--- config.mk ---
export PLATFORM = sky130hd
export DESIGN_NAME = wb_write_arbiter_flat
export DESIGN_NICKNAME = d
export VERILOG_FILES = /design/src/rtl/wb_write_arbiter_if.sv /design/src/rtl/wb_write_arbiter.sv /design/src/flat_wrapper.sv
export SDC_FILE = /design/constraint.sdc
export NUM_CORES = 1
export LEC_CHECK = 0
export ABC_AREA = 1
export BUFFER_PORTS_ARGS = -buffer_cell sky130_fd_sc_hd__buf_2
export CAP_MARGIN = 20
export CORE_MARGIN = 2
export CORE_UTILIZATION = 34
export DETAILED_ROUTE_END_ITERATION = 7
export PLACE_DENSITY = 0.56
export SLEW_MARGIN = 40
export SYNTH_ARGS = -nofsm -noshare
export SYNTH_HDL_FRONTEND = slang
export SYNTH_SLANG_ARGS = --single-unit
export TNS_END_PERCENT = 50
--- constraint.sdc ---
create_clock -name i_clk -period 3.55 [get_ports i_clk]
set_input_delay 0.71 -clock i_clk [delete_from_list [all_inputs] [get_ports i_clk]]
set_output_delay 0.71 -clock i_clk [all_outputs]
set_load 0.02 [all_outputs]
--- src/rtl/wb_write_arbiter_if.sv ---
// Bundle between the writeback sources, the arbiter and the reg_file write port.
// 'master' is the source/environment side, 'slave' is the arbiter side.
interface wb_write_arbiter_if #(
  parameter int unsigned SIZE       = 32,
  parameter int unsigned NUM_REGS   = 32,
  parameter int unsigned FIFO_DEPTH = 4
);
  localparam int unsigned ADDR_W = $clog2(NUM_REGS);
  localparam int unsigned CNT_W  = $clog2(FIFO_DEPTH + 1);

  logic              p_valid;
  logic [ADDR_W-1:0] p_addr;
  logic [SIZE-1:0]   p_data;
  logic              a_valid;
  logic              a_ready;
  logic [ADDR_W-1:0] a_addr;
  logic [SIZE-1:0]   a_data;
  logic              wr_en;
  logic [ADDR_W-1:0] wr_addr;
  logic [SIZE-1:0]   wr_data;
  logic [NUM_REGS-1:0] pending;
  logic              stall_req;
  logic [CNT_W-1:0]  fifo_count;
  logic              proto_err;

  modport master (
    output p_valid, p_addr, p_data, a_valid, a_addr, a_data,
    input  a_ready, wr_en, wr_addr, wr_data, pending, stall_req, fifo_count, proto_err
  );

  modport slave (
    input  p_valid, p_addr, p_data, a_valid, a_addr, a_data,
    output a_ready, wr_en, wr_addr, wr_data, pending, stall_req, fifo_count, proto_err
  );
endinterface

--- src/rtl/wb_write_arbiter.sv ---
// Merges the pipeline writeback and a FIFO-buffered long-latency source onto one
// reg_file write port, with a pending-write scoreboard and starvation stall.
module wb_write_arbiter #(
  parameter int unsigned SIZE       = 32,
  parameter int unsigned NUM_REGS   = 32,
  parameter int unsigned FIFO_DEPTH = 4,
  parameter int unsigned STARVE_MAX = 8
) (
  input logic              i_clk,
  input logic              i_rst_n,
  wb_write_arbiter_if.slave bus
);
  localparam int unsigned ADDR_W = $clog2(NUM_REGS);
  localparam int unsigned PTR_W  = $clog2(FIFO_DEPTH);
  localparam int unsigned CNT_W  = $clog2(FIFO_DEPTH + 1);
  localparam int unsigned ST_W   = $clog2(STARVE_MAX + 1);

  logic [ADDR_W-1:0]   r_fifo_addr [FIFO_DEPTH];
  logic [SIZE-1:0]     r_fifo_data [FIFO_DEPTH];
  logic [PTR_W-1:0]    r_wptr;
  logic [PTR_W-1:0]    r_rptr;
  logic [CNT_W-1:0]    r_count;
  logic [ST_W-1:0]     r_starve;
  logic                r_stall;
  logic                r_proto_err;
  logic                r_wr_en;
  logic [ADDR_W-1:0]   r_wr_addr;
  logic [SIZE-1:0]     r_wr_data;

  logic                w_a_ready;
  logic                w_push;
  logic                w_pop;
  logic                w_issue_p;
  logic                w_fifo_ne;
  logic                w_p_req;
  logic [NUM_REGS-1:0] w_pending;

  assign w_a_ready = (r_count < CNT_W'(FIFO_DEPTH));
  assign w_fifo_ne = (r_count != '0);
  assign w_p_req   = bus.p_valid && (bus.p_addr != '0);
  // Writes to r0 complete the handshake but are dropped here.
  assign w_push    = bus.a_valid && w_a_ready && (bus.a_addr != '0);

  always_comb begin
    w_issue_p = 1'b0;
    w_pop     = 1'b0;
    if (r_stall) begin
      w_pop = w_fifo_ne;
    end else if (w_p_req) begin
      w_issue_p = 1'b1;
    end else begin
      w_pop = w_fifo_ne;
    end
  end

  always_comb begin
    w_pending = '0;
    for (int unsigned i = 0; i < FIFO_DEPTH; i++) begin
      if (i < 32'(r_count)) begin
        w_pending[r_fifo_addr[r_rptr + PTR_W'(i)]] = 1'b1;
      end
    end
    if (r_wr_en) w_pending[r_wr_addr] = 1'b1;
    w_pending[0] = 1'b0;
  end

  // Storage needs no reset: validity is tracked by the pointers and count.
  always_ff @(posedge i_clk) begin
    if (w_push) begin
      r_fifo_addr[r_wptr] <= bus.a_addr;
      r_fifo_data[r_wptr] <= bus.a_data;
    end
  end

  always_ff @(posedge i_clk or negedge i_rst_n) begin
    if (!i_rst_n) begin
      r_wptr      <= '0;
      r_rptr      <= '0;
      r_count     <= '0;
      r_starve    <= '0;
      r_stall     <= 1'b0;
      r_proto_err <= 1'b0;
      r_wr_en     <= 1'b0;
      r_wr_addr   <= '0;
      r_wr_data   <= '0;
    end else begin
      if (w_issue_p) begin
        r_wr_en   <= 1'b1;
        r_wr_addr <= bus.p_addr;
        r_wr_data <= bus.p_data;
      end else if (w_pop) begin
        r_wr_en   <= 1'b1;
        r_wr_addr <= r_fifo_addr[r_rptr];
        r_wr_data <= r_fifo_data[r_rptr];
      end else begin
        r_wr_en   <= 1'b0;
      end

      if (w_push) r_wptr <= r_wptr + PTR_W'(1);
      if (w_pop)  r_rptr <= r_rptr + PTR_W'(1);

      unique case ({w_push, w_pop})
        2'b10:   r_count <= r_count + CNT_W'(1);
        2'b01:   r_count <= r_count - CNT_W'(1);
        default: r_count <= r_count;
      endcase

      // Saturating count of cycles the FIFO head lost to the pipeline.
      if (w_pop || !w_fifo_ne) begin
        r_starve <= '0;
      end else if (w_issue_p && (r_starve != ST_W'(STARVE_MAX))) begin
        r_starve <= r_starve + ST_W'(1);
      end

      if (r_starve == ST_W'(STARVE_MAX)) begin
        r_stall <= 1'b1;
      end else if (r_stall && !w_fifo_ne) begin
        r_stall <= 1'b0;
      end

      if (bus.p_valid && r_stall) r_proto_err <= 1'b1;
    end
  end

  assign bus.a_ready    = w_a_ready;
  assign bus.wr_en      = r_wr_en;
  assign bus.wr_addr    = r_wr_addr;
  assign bus.wr_data    = r_wr_data;
  assign bus.pending    = w_pending;
  assign bus.stall_req  = r_stall;
  assign bus.fifo_count = r_count;
  assign bus.proto_err  = r_proto_err;
endmodule

--- src/flat_wrapper.sv ---
// flat-port wrapper written by rule: the top's interface ports become plain ports
module wb_write_arbiter_flat 
#(
  parameter int unsigned SIZE       = 32,
  parameter int unsigned NUM_REGS   = 32,
  parameter int unsigned FIFO_DEPTH = 4,
  parameter int unsigned STARVE_MAX = 8
)
  (i_clk, i_rst_n, bus_p_valid, bus_p_addr, bus_p_data, bus_a_valid, bus_a_addr, bus_a_data, bus_a_ready, bus_wr_en, bus_wr_addr, bus_wr_data, bus_pending, bus_stall_req, bus_fifo_count, bus_proto_err);
  wb_write_arbiter_if #(.SIZE(SIZE), .NUM_REGS(NUM_REGS), .FIFO_DEPTH(FIFO_DEPTH)) bus_i ();
  input logic i_clk;
  input logic i_rst_n;
  input wire logic [$bits(bus_i.p_valid)-1:0] bus_p_valid;
  input wire logic [$bits(bus_i.p_addr)-1:0] bus_p_addr;
  input wire logic [$bits(bus_i.p_data)-1:0] bus_p_data;
  input wire logic [$bits(bus_i.a_valid)-1:0] bus_a_valid;
  input wire logic [$bits(bus_i.a_addr)-1:0] bus_a_addr;
  input wire logic [$bits(bus_i.a_data)-1:0] bus_a_data;
  output wire logic [$bits(bus_i.a_ready)-1:0] bus_a_ready;
  output wire logic [$bits(bus_i.wr_en)-1:0] bus_wr_en;
  output wire logic [$bits(bus_i.wr_addr)-1:0] bus_wr_addr;
  output wire logic [$bits(bus_i.wr_data)-1:0] bus_wr_data;
  output wire logic [$bits(bus_i.pending)-1:0] bus_pending;
  output wire logic [$bits(bus_i.stall_req)-1:0] bus_stall_req;
  output wire logic [$bits(bus_i.fifo_count)-1:0] bus_fifo_count;
  output wire logic [$bits(bus_i.proto_err)-1:0] bus_proto_err;
  assign bus_i.p_valid = bus_p_valid;
  assign bus_i.p_addr = bus_p_addr;
  assign bus_i.p_data = bus_p_data;
  assign bus_i.a_valid = bus_a_valid;
  assign bus_i.a_addr = bus_a_addr;
  assign bus_i.a_data = bus_a_data;
  assign bus_a_ready = bus_i.a_ready;
  assign bus_wr_en = bus_i.wr_en;
  assign bus_wr_addr = bus_i.wr_addr;
  assign bus_wr_data = bus_i.wr_data;
  assign bus_pending = bus_i.pending;
  assign bus_stall_req = bus_i.stall_req;
  assign bus_fifo_count = bus_i.fifo_count;
  assign bus_proto_err = bus_i.proto_err;
  wb_write_arbiter #(.SIZE(SIZE), .NUM_REGS(NUM_REGS), .FIFO_DEPTH(FIFO_DEPTH), .STARVE_MAX(STARVE_MAX)) u_core (.i_clk(i_clk), .i_rst_n(i_rst_n), .bus(bus_i));
endmodule
* After elaboration in Yosys (flattened, before gate mapping)
Memories as Yosys holds them, arrays and structs flattened. Index checks and enable logic that the tools add are counted.
Operators by class: add/sub/neg operators 7, magnitude comparators 15, eq/ne operators 4, multiplexer cells 32, bitwise operators 4, reductions and logical operators 20
Operators by type and width (number):
- 2-to-1 mux 32 bit | 7
- bitwise OR 32 bit | 4
- < comparator 5 x 6 -> 1 bit (second input constant) | 5
- demux 1 bit (select 5 bit) | 5
- greater-or-equal comparator 5 x 1 -> 1 bit (second input constant) | 5
- 2-to-1 mux 1 bit | 15
- logical AND 1 bit | 11
- 2-to-1 mux 5 bit | 2
- nonzero test 5 bit | 2
- 2-to-1 mux 4 bit | 2
- nonzero test 2 bit | 4
- < comparator 1 x 3 -> 1 bit (first input constant) | 2
- < comparator 2 x 3 -> 1 bit (first input constant) | 2
- one-hot mux 3 bit (2 select lines) | 1
- adder 2 x 1 -> 2 bit (second input constant) | 2
- adder 2 bit (second input constant) | 2
- adder 4 x 1 -> 4 bit (second input constant) | 1
- == test 4 bit (second input constant) | 1
- != test 4 bit (second input constant) | 1
- adder 3 x 1 -> 3 bit (second input constant) | 1
- < comparator 3 bit (second input constant) | 1
- nonzero test 3 bit | 1
- subtractor 3 x 1 -> 3 bit (second input constant) | 1
- == test 2 x 1 -> 1 bit (second input constant) | 1
- other kinds (3) | 3
Word-level totals: bits in registers 51, RAM bits 148, input port bits 78, output and inout bits 76, logic and storage cells 93, memories 2
Memory list:
- u_core.r_fifo_data | depth 4, bits a word 32, read ports 1, clocked after Yosys merged registers in 0, write ports 1, line wb_write_arbiter.sv:19 | logic [SIZE-1:0] r_fifo_data [FIFO_DEPTH];
- u_core.r_fifo_addr | depth 4, bits a word 5, read ports 4, clocked after Yosys merged registers in 0, write ports 1, line wb_write_arbiter.sv:18 | logic [ADDR_W-1:0] r_fifo_addr [FIFO_DEPTH];

* Depth between registers and ports, before layout
Gate-level depths: netlist of run 1. An unclocked memory read counts as a cell.
depth in word-level cells 14, mapped depth 12

* Least setup slack after synthesis of run 1
Ideal clock, no wire load.
path kind register to register, start register u_core.r_count[2], in the netlist u_core.bus.fifo_count[2], end memory u_core.r_fifo_addr[0][0] (netlist bit) (enable), setup time 431 ps, arrival 2726 ps, setup slack 393 ps, stages on the path, launching flop included 5, period minus slack after synthesis 3157 ps, cells stage by stage dfrtp_1 -> buf_4 -> inv_1 -> nand3_1 -> nor2_1
On the way: cells in the longest elaborated chain, start to end 5
RTL lines:
- start: declaration | line wb_write_arbiter.sv:22 | logic [CNT_W-1:0] r_count;
- start signal: assignment | line wb_write_arbiter.sv:103 | 2'b10: r_count <= r_count + CNT_W'(1);
- start signal: assignment | line wb_write_arbiter.sv:104 | 2'b01: r_count <= r_count - CNT_W'(1);
- start signal: assignment | line wb_write_arbiter.sv:105 | default: r_count <= r_count;
- < comparator 3 bit | line wb_write_arbiter.sv:38 | assign w_a_ready = (r_count < CNT_W'(FIFO_DEPTH));
- via bus_a_ready | line flat_wrapper.sv:19 | output wire logic [$bits(bus_i.a_ready)-1:0] bus_a_ready;
- logical AND 1 bit (2 in series) | line wb_write_arbiter.sv:42 | assign w_push = bus.a_valid && w_a_ready && (bus.a_addr != '0);
- 2-to-1 mux 1 bit | line wb_write_arbiter.sv:69 | if (w_push) begin
- 2-to-1 mux 1 bit (implied by the code) | line wb_write_arbiter.sv:70 | r_fifo_addr[r_wptr] <= bus.a_addr;
- end: declaration | line wb_write_arbiter.sv:18
The timed path passes the listed nets, and every way through them passes these cells.

* Final worst setup path of run 1
start register u_core.r_rptr[0], end output port bus_pending[7]
On the way: cells in the longest elaborated chain, start to end 14, elaborated cells between the ends (all ways) 33, classes of those cells 3 x add/sub; 8 x order compare; 13 x mux; 4 x bitwise; 4 x reduce/logical; 1 x memory
RTL lines:
- start: declaration | line wb_write_arbiter.sv:21 | logic [PTR_W-1:0] r_rptr;
- start signal: assignment | line wb_write_arbiter.sv:100 | if (w_pop) r_rptr <= r_rptr + PTR_W'(1);
- adder 2 x 1 -> 2 bit or memory (4 x 5 bit) (tied branches)
- memory (4 x 5 bit) (*)
- < comparator 5 x 6 -> 1 bit (implied by the code), or another cell as far along | line wb_write_arbiter.sv:60 | w_pending[r_fifo_addr[r_rptr + PTR_W'(i)]] = 1'b1;
- logical AND 1 bit (implied by the code) or 2-to-1 mux 1 bit (tied branches) | line wb_write_arbiter.sv:60
- 2-to-1 mux 1 bit (implied by the code) or demux 1 bit (select 5 bit) (tied branches)
- demux 1 bit (select 5 bit) or 2-to-1 mux 32 bit (tied branches)
- bitwise OR 32 bit (no source line)
- 2-to-1 mux 32 bit | line wb_write_arbiter.sv:59 | if (i < 32'(r_count)) begin
- bitwise OR 32 bit (no source line)
- 2-to-1 mux 32 bit | line wb_write_arbiter.sv:59
- bitwise OR 32 bit (no source line)
- 2-to-1 mux 32 bit (*) | line wb_write_arbiter.sv:59
- bitwise OR 32 bit (no source line)
- 2-to-1 mux 32 bit (*) | line wb_write_arbiter.sv:63 | if (r_wr_en) w_pending[r_wr_addr] = 1'b1;
- end: declaration | line flat_wrapper.sv:23 | output wire logic [$bits(bus_i.pending)-1:0] bus_pending;
Mark *: on every way between the ends. The rest lies on a longest branch, timed or not.

==> impl_metrics.csv, run 1 <==
group,metric,value,unit
cells_and_area,area.growth.synth_to_final,17.8,%
setup_path,path_cells,"buf_4 -> nand2_1 -> nand2_2 -> nand2_1 -> nand2_2 -> nor2_2 -> nand2_1 -> nor2_1 -> nor2_1 -> nand2_1 -> buf_2",
drt,dr.pass1.iters,5,
timing,fin_worst_skew,10.5,ps
cells_and_area,post-route-util,0.404,
timing,fin_tns_setup,0,ps
clock_tree,post_cts_resized,0,
timing,period_minus_slack,3250,ps
cells_and_area,instances_no_fill,1695,
floorplanning,die_h,176,um
clock_tree,cts_sinks,199,
place,placed_cells,1661,
logic_synthesis,async_flop_share,0.256,
place,place.gp.congestion,0.877,
clock_tree,cts_tree,"done",
cells_and_area,fin_nets,1378,
power_and_ir_drop,leakage,5.13,nW
global_route,overflow,0,
global_route,grt_use_total,0.181,
logic_synthesis,synth_edf_count,148,
timing,rsz0062_at_grt,"no",
drt,wl,27800,um
timing,relSlewSlack,0.510,
global_route,grt_pass1_wl,42600,um
logic_synthesis,syn_inst,1140,
logic_synthesis,syn_area_per_cell,8.87,um^2
setup_path,required,2840,ps
floorplanning,die-area,0.0311,mm^2
timing,setup_viol,0,
drt,route.vias.total,8212,
setup_path,path_common_cell,"nand2_1",
logic_synthesis,syn_nets,1228,
floorplanning,io_pins,154,
floorplanning,coreArea,0.0295,mm^2
cells_and_area,nFillCells,3028,
drt,viasPerCell,4.84,
logic_synthesis,synth_area,0.0101,mm^2
clock_tree,cts-root-buf,"clkbuf_16",
global_route,grt_max_degree,48,
logic_synthesis,synthTopCellsByArea,"edfxtp_1 (44%), nand2_1 (16%), dfrtp_1 (13%)",
clock_tree,clk_path_buf_depth,2,
timing,final-hold-violation-count,0,
place,dpl.hpwl,19500,um
setup_path,cp.arrival,2540,ps
drt,wl_per_cell,16.4,um
logic_synthesis,yosysTopAreaCell,"edfxtp_1",
logic_synthesis,ys_seq_area_frac,0.566,
power_and_ir_drop,ir_worst_vdd,0.419,mV
setup_path,worst_path_max_delay_cell,"buf_4",
global_route,grt_pass1_vias,7584,
logic_synthesis,synth_seq_cells,199,
logic_synthesis,yosysUniqueCellTypes,32,
floorplanning,placementRows,63,
outcome,run_status,"complete, no violations",
floorplanning,fp.dieW,176,um
setup_path,start_kind,"flop",
global_route,grt_antenna_before_repair,3,
clock_tree,clock_latency,440,ps
cells_and_area,drive_gt1_frac,0.215,
logic_synthesis,synth_top_flop_cell,"edfxtp_1",
power_and_ir_drop,power,0.0105,W
hold_path,min_path_type,"primary input to asynchronous set/reset pin",
run,maxCapViolations,0,
setup_path,worst-path-max-fanout,47,
logic_synthesis,synthTopCellsByCount,"nand2_1 (443), nor2_1 (173), edfxtp_1 (148)",
clock_tree,cts_made_buffers,17,
setup_path,path_class,"flop to primary output",
place,portBuffers,152,
drt,drt_iter0_markers,672,
timing,hold-worst-slack,234,ps
logic_synthesis,yosysMostFrequentCell,"nand2_1",
drt,ant_nets,0,
setup_path,max_stage_delay,390,ps
floorplanning,start_util,0.343,
clock_tree,ctsHoldBuffers,0,
clock_tree,cts.clk_slew.worst_paths,80,ps
drt,drc,0,
timing,drv_slew,0,
setup_path,end_kind,"primary output",
timing,period_share,0.914,
timing,fmax,308,MHz
logic_synthesis,synth_warnings,0,
timing,worstMarginPinSlew,734,ps
logic_synthesis,synth_top_area_frac,0.440,
clock_tree,htreeDepth,4,
clock_tree,post-cts-setup-buffers,0,
power_and_ir_drop,power_density,882,mW/mm^2
==> registers in the layout, summed over array words and instances, names as in the netlist <==
name,count
u_core.r_starve,4
u_core.r_wptr,2
u_core.r_fifo_addr,20
u_core.bus.wr_addr,5
u_core.bus.proto_err,1
u_core.r_rptr,2
u_core.r_fifo_data,128
u_core.bus.stall_req,1
u_core.bus.wr_en,1
u_core.bus.wr_data,32
u_core.bus.fifo_count,3
==> power by group <==
part | leakage (nW) | internal (W) | total [W] | switching, W
clock | 0.280 | 0.00100 | 0.00191 | 0.000912
combinational | 2.89 | 0.00143 | 0.00532 | 0.00389
sequential | 1.97 | 0.00302 | 0.00327 | 0.000256
==> worst max-delay path, delay by kind of cell, from the launching register on <==
family        cells  cell delay, ps
buf+inv           2             560
flops             1             360
simple gates      9            1180
==> final cells by class <==
cell class,count,area [um^2],share of cell area
sequential,199,5720,0.480
multi-input combinational,853,4010,0.337
timing repair buffer,166,893,0.0750
tap,390,488,0.0410
clock buffer,18,429,0.0360
inverter,53,199,0.0167
clock inverter,14,164,0.0138
antenna,2,5.00,0.000420
==> kinds of logic after synthesis <==
family,Yosys count,synth area share
compound gates,64,0.0417
xor+xnor,7,0.00606
fa+ha+maj,10,0.0124
buf+inv,88,0.0408
flops,199,0.566
other cells,1,0.000371
simple gates,771,0.333
==> path summary, 6_finish.rpt <==
check,slack [ps],cells past startpoint,startpoint,to
max reg2reg,1180,5,u_core.bus.fifo_count[2]$_DFFE_PN0P_,u_core.r_fifo_data[3][7]$_DFFE_PP_
min in group i_clk,470,1,u_core.bus.proto_err$_DFFE_PN0P_,u_core.bus.proto_err$_DFFE_PN0P_
max,300,11,u_core.r_rptr[0]$_DFFE_PN0P_,bus_pending[7]
min,230,1,i_rst_n,u_core.r_starve[1]$_DFFE_PN0P_
min reg2reg,470,1,u_core.bus.proto_err$_DFFE_PN0P_,u_core.bus.proto_err$_DFFE_PN0P_
max in group asynchronous,2660,2,i_rst_n,u_core.bus.wr_data[4]$_DFFE_PN0P_
==> through the flow <==
stage / setup WS [ps] / instance area (um^2)
2_1_floorplan: 393 / 10100
3_3_place_gp: 841 / 11300
3_5_place_dp: 796 / 11300
4_1_cts: 323 / 11900
5_1_grt: 58.8 / 11900
6_report: 304 / 11900
==> placed cells by master, fill, tap and decap left out, drive strengths merged, types with 3 or more instances in the layout <==
cell      Yosys  final
buf          24    166
nor3         11     11
a21oi         4      4
clkinvlp      0      3
dfrtp        51     51
clkinv        0      4
inv          53     59
edfxtp      148    148
ha           10     10
nand4        18     18
a22oi        29     29
nand2       471    471
xor2          4      4
nor2        185    185
o21ai        25     25
nand3        86     86
clkbuf       11     18
xnor2         3      3
==> metal layers <==
layer / track usage / vias to the layer above / part of all wire
met5: 0 / - / 0.00093
met4: 0.0558 / 4 / 0.017
met3: 0.0390 / 35 / 0.059
met2: 0.293 / 238 / 0.47
met1: 0.244 / 3881 / 0.46
li1: - / 4054 / -
No activity file was read; power rests on OpenSTA's default activity.
==> run 2, diff against run 1 <==
==> constraint.sdc (replaced) <==
create_clock -name i_clk -period 3.55 [get_ports i_clk]
set_input_delay 0.355 -clock i_clk [delete_from_list [all_inputs] [get_ports i_clk]]
set_output_delay 0.355 -clock i_clk [all_outputs]
set_load 0.02 [all_outputs]
==> run 2 against run 1 <==
  * Final cell count stayed put
  * Register-to-register slack better by 50 ps
  * Fmax rose by 4.8%
  * Die area unchanged
  * Count of clock-buffer cells in the layout down 1
  * Final area rose by 0.71%
  * Flip-flop and latch count unchanged
  * Critical endpoint is now bus_pending[6]
  * Sequential share of layout area fell by 0.34 points
  * Wire length up 1.1%
  * Power up 2.0%
  * Clock power up 9%
==> impl_metrics.csv, run 2 (synthesis results as in run 1) <==
group,metric,value,unit
outcome,run_status,"complete, no violations",
setup_path,path_class,"flop to primary output",
drt,drc,0,
clock_tree,cts_made_buffers,17,
global_route,overflow,0,
drt,ant_nets,0,
clock_tree,cts_sinks,199,
timing,fin_worst_skew,18.4,ps
cells_and_area,final_common_cell,"nand2_1",
floorplanning,die-area,0.0311,mm^2
timing,relSlewSlack,0.535,
cells_and_area,drive_gt1_frac,0.216,
setup_path,path_common_cell,"nand2_1",
timing,period_minus_slack,3100,ps
global_route,grt_antenna_before_repair,4,
power_and_ir_drop,leakage,5.17,nW
timing,setup_viol,0,
setup_path,path_cells,"inv_2 -> nand2_1 -> nand2_2 -> nand2_1 -> nand2_2 -> nor2_2 -> nand2_1 -> nor2_1 -> nor2_1 -> nand2_1 -> buf_2",
timing,fmax,323,MHz
timing,final-hold-violation-count,0,
floorplanning,die_h,176,um
timing,fin_tns_setup,0,ps
cells_and_area,largest_register_ffs,128,
floorplanning,start_util,0.343,
place,portBuffers,152,
place,dpl.hpwl,19900,um
clock_tree,htreeDepth,4,
setup_path,required,3190,ps
drt,drt_iter0_markers,642,
global_route,grt_max_degree,48,
power_and_ir_drop,p_int,0.00546,W
setup_path,max_stage_delay,740,ps
place,placed_cells,1660,
timing,rsz0062_at_grt,"no",
cells_and_area,layout_common_cells,"nand2_1 (443), nor2_1 (169), buf_2 (151)",
global_route,grt_pass1_wl,43400,um
cells_and_area,top_register,"u_core.r_fifo_data",
power_and_ir_drop,p_comb_frac,0.495,
cells_and_area,fin_nets,1378,
power_and_ir_drop,clock_power_share,0.195,
drt,viasPerCell,4.87,
setup_path,start_kind,"flop",
floorplanning,placementRows,63,
cells_and_area,area.growth.synth_to_final,18.6,%
timing,worstMarginPinSlew,697,ps
drt,dr.pass1.iters,5,
drt,route.vias.total,8254,
place,place.gp.congestion,0.910,
floorplanning,coreArea,0.0295,mm^2
clock_tree,clock_latency,440,ps
setup_path,cp.arrival,2740,ps
power_and_ir_drop,ir_worst_vdd,0.379,mV
clock_tree,post_cts_resized,0,
setup_path,worst_path_max_delay_cell,"dfrtp_1",
cells_and_area,instances_no_fill,1695,
power_and_ir_drop,power_density,893,mW/mm^2
timing,period_share,0.872,
floorplanning,io_pins,154,
drt,wl_per_cell,16.6,um
global_route,grt_use_total,0.182,
power_and_ir_drop,p_sw_frac,0.490,
clock_tree,cts_tree,"done",
power_and_ir_drop,p_switching,0.00525,W
setup_path,worst-path-max-fanout,20,
setup_path,end_kind,"primary output",
timing,drv_slew,0,
global_route,grt_pass1_vias,7673,
drt,wl,28100,um
clock_tree,clk_path_buf_depth,2,
clock_tree,cts-root-buf,"clkbuf_16",
power_and_ir_drop,seq_power_share,0.311,
run,maxCapViolations,0,
cells_and_area,post-route-util,0.407,
clock_tree,cts.clk_slew.worst_paths,100,ps
floorplanning,fp.dieW,176,um
hold_path,min_path_type,"primary input to flop",
-- run 2: worst max-delay path, delay by kind of cell, from the launching register on --
family | cells | cell delay, ps
simple gates | 9 | 1140
flops | 1 | 740
buf+inv | 2 | 420
-- run 2: power by group through the flow --
stage	Clock (W)	Sequential (W)	Combinational, W
finish	0.00208	0.00333	0.00530
global route	0.00221	0.00338	0.00585
CTS	0.00213	0.00332	0.00533
detailed placement	0	0.00337	0.00532
global placement	0	0.00336	0.00527
floorplan	0	0.00356	0.00350
-- run 2: worst paths after layout --
path                                                       end  depth (start not counted)  slack [ps]                                 start
min                         u_core.bus.wr_data[15]$_DFFE_PN0P_                          3         120                        bus_p_data[15]
max in group asynchronous    u_core.bus.wr_data[1]$_DFFE_PN0P_                          3        2430                               i_rst_n
min in group asynchronous   u_core.bus.wr_data[20]$_DFFE_PN0P_                          2         440                               i_rst_n
min reg2reg                   u_core.bus.proto_err$_DFFE_PN0P_                          1         490      u_core.bus.proto_err$_DFFE_PN0P_
max reg2reg                u_core.r_fifo_data[3][31]$_DFFE_PP_                          4        1230  u_core.bus.fifo_count[2]$_DFFE_PN0P_
max                                             bus_pending[6]                         11         450          u_core.r_rptr[1]$_DFFE_PN0P_
-- run 2: timing repair --
action                                 in CTS  in global routing
setup buffers                               0                  0
endpoints found under the hold margin      38                  0
hold buffers                                1                  0
-- run 2: metal layers --
| metal | track usage | vias to the layer above | wire length, um |
|---|---|---|---|
| met5 | 0 | - | 38 |
| met2 | 0.287 | 282 | 12700 |
| li1 | - | 4057 | - |
| met4 | 0.0568 | 6 | 563 |
| met3 | 0.0413 | 38 | 1820 |
| met1 | 0.251 | 3871 | 13000 |
-- run 2: final cells by class --
class | instances | area [um^2]
Antenna cell | 2 | 5.00
Sequential cell | 199 | 5720
Tap cell | 390 | 488
Fill cell | 2952 | 17500
Inverter | 53 | 199
Timing Repair Buffer | 166 | 908
Multi-Input combinational cell | 853 | 4010
Clock buffer | 17 | 425
Clock inverter | 15 | 238
-- run 2: through the flow --
stage | hold WS [ps] | instance area (um^2) | setup WS [ps] | power [W]
after floorplan | 59.4 | 10100 | 393 | 0.00705
after global placement | 463 | 11300 | 1010 | 0.00864
after detailed placement | 378 | 11300 | 924 | 0.00869
after CTS | 97.9 | 12000 | 449 | 0.0108
after global routing | 104 | 12000 | 145 | 0.0114
final | 119 | 12000 | 453 | 0.0107
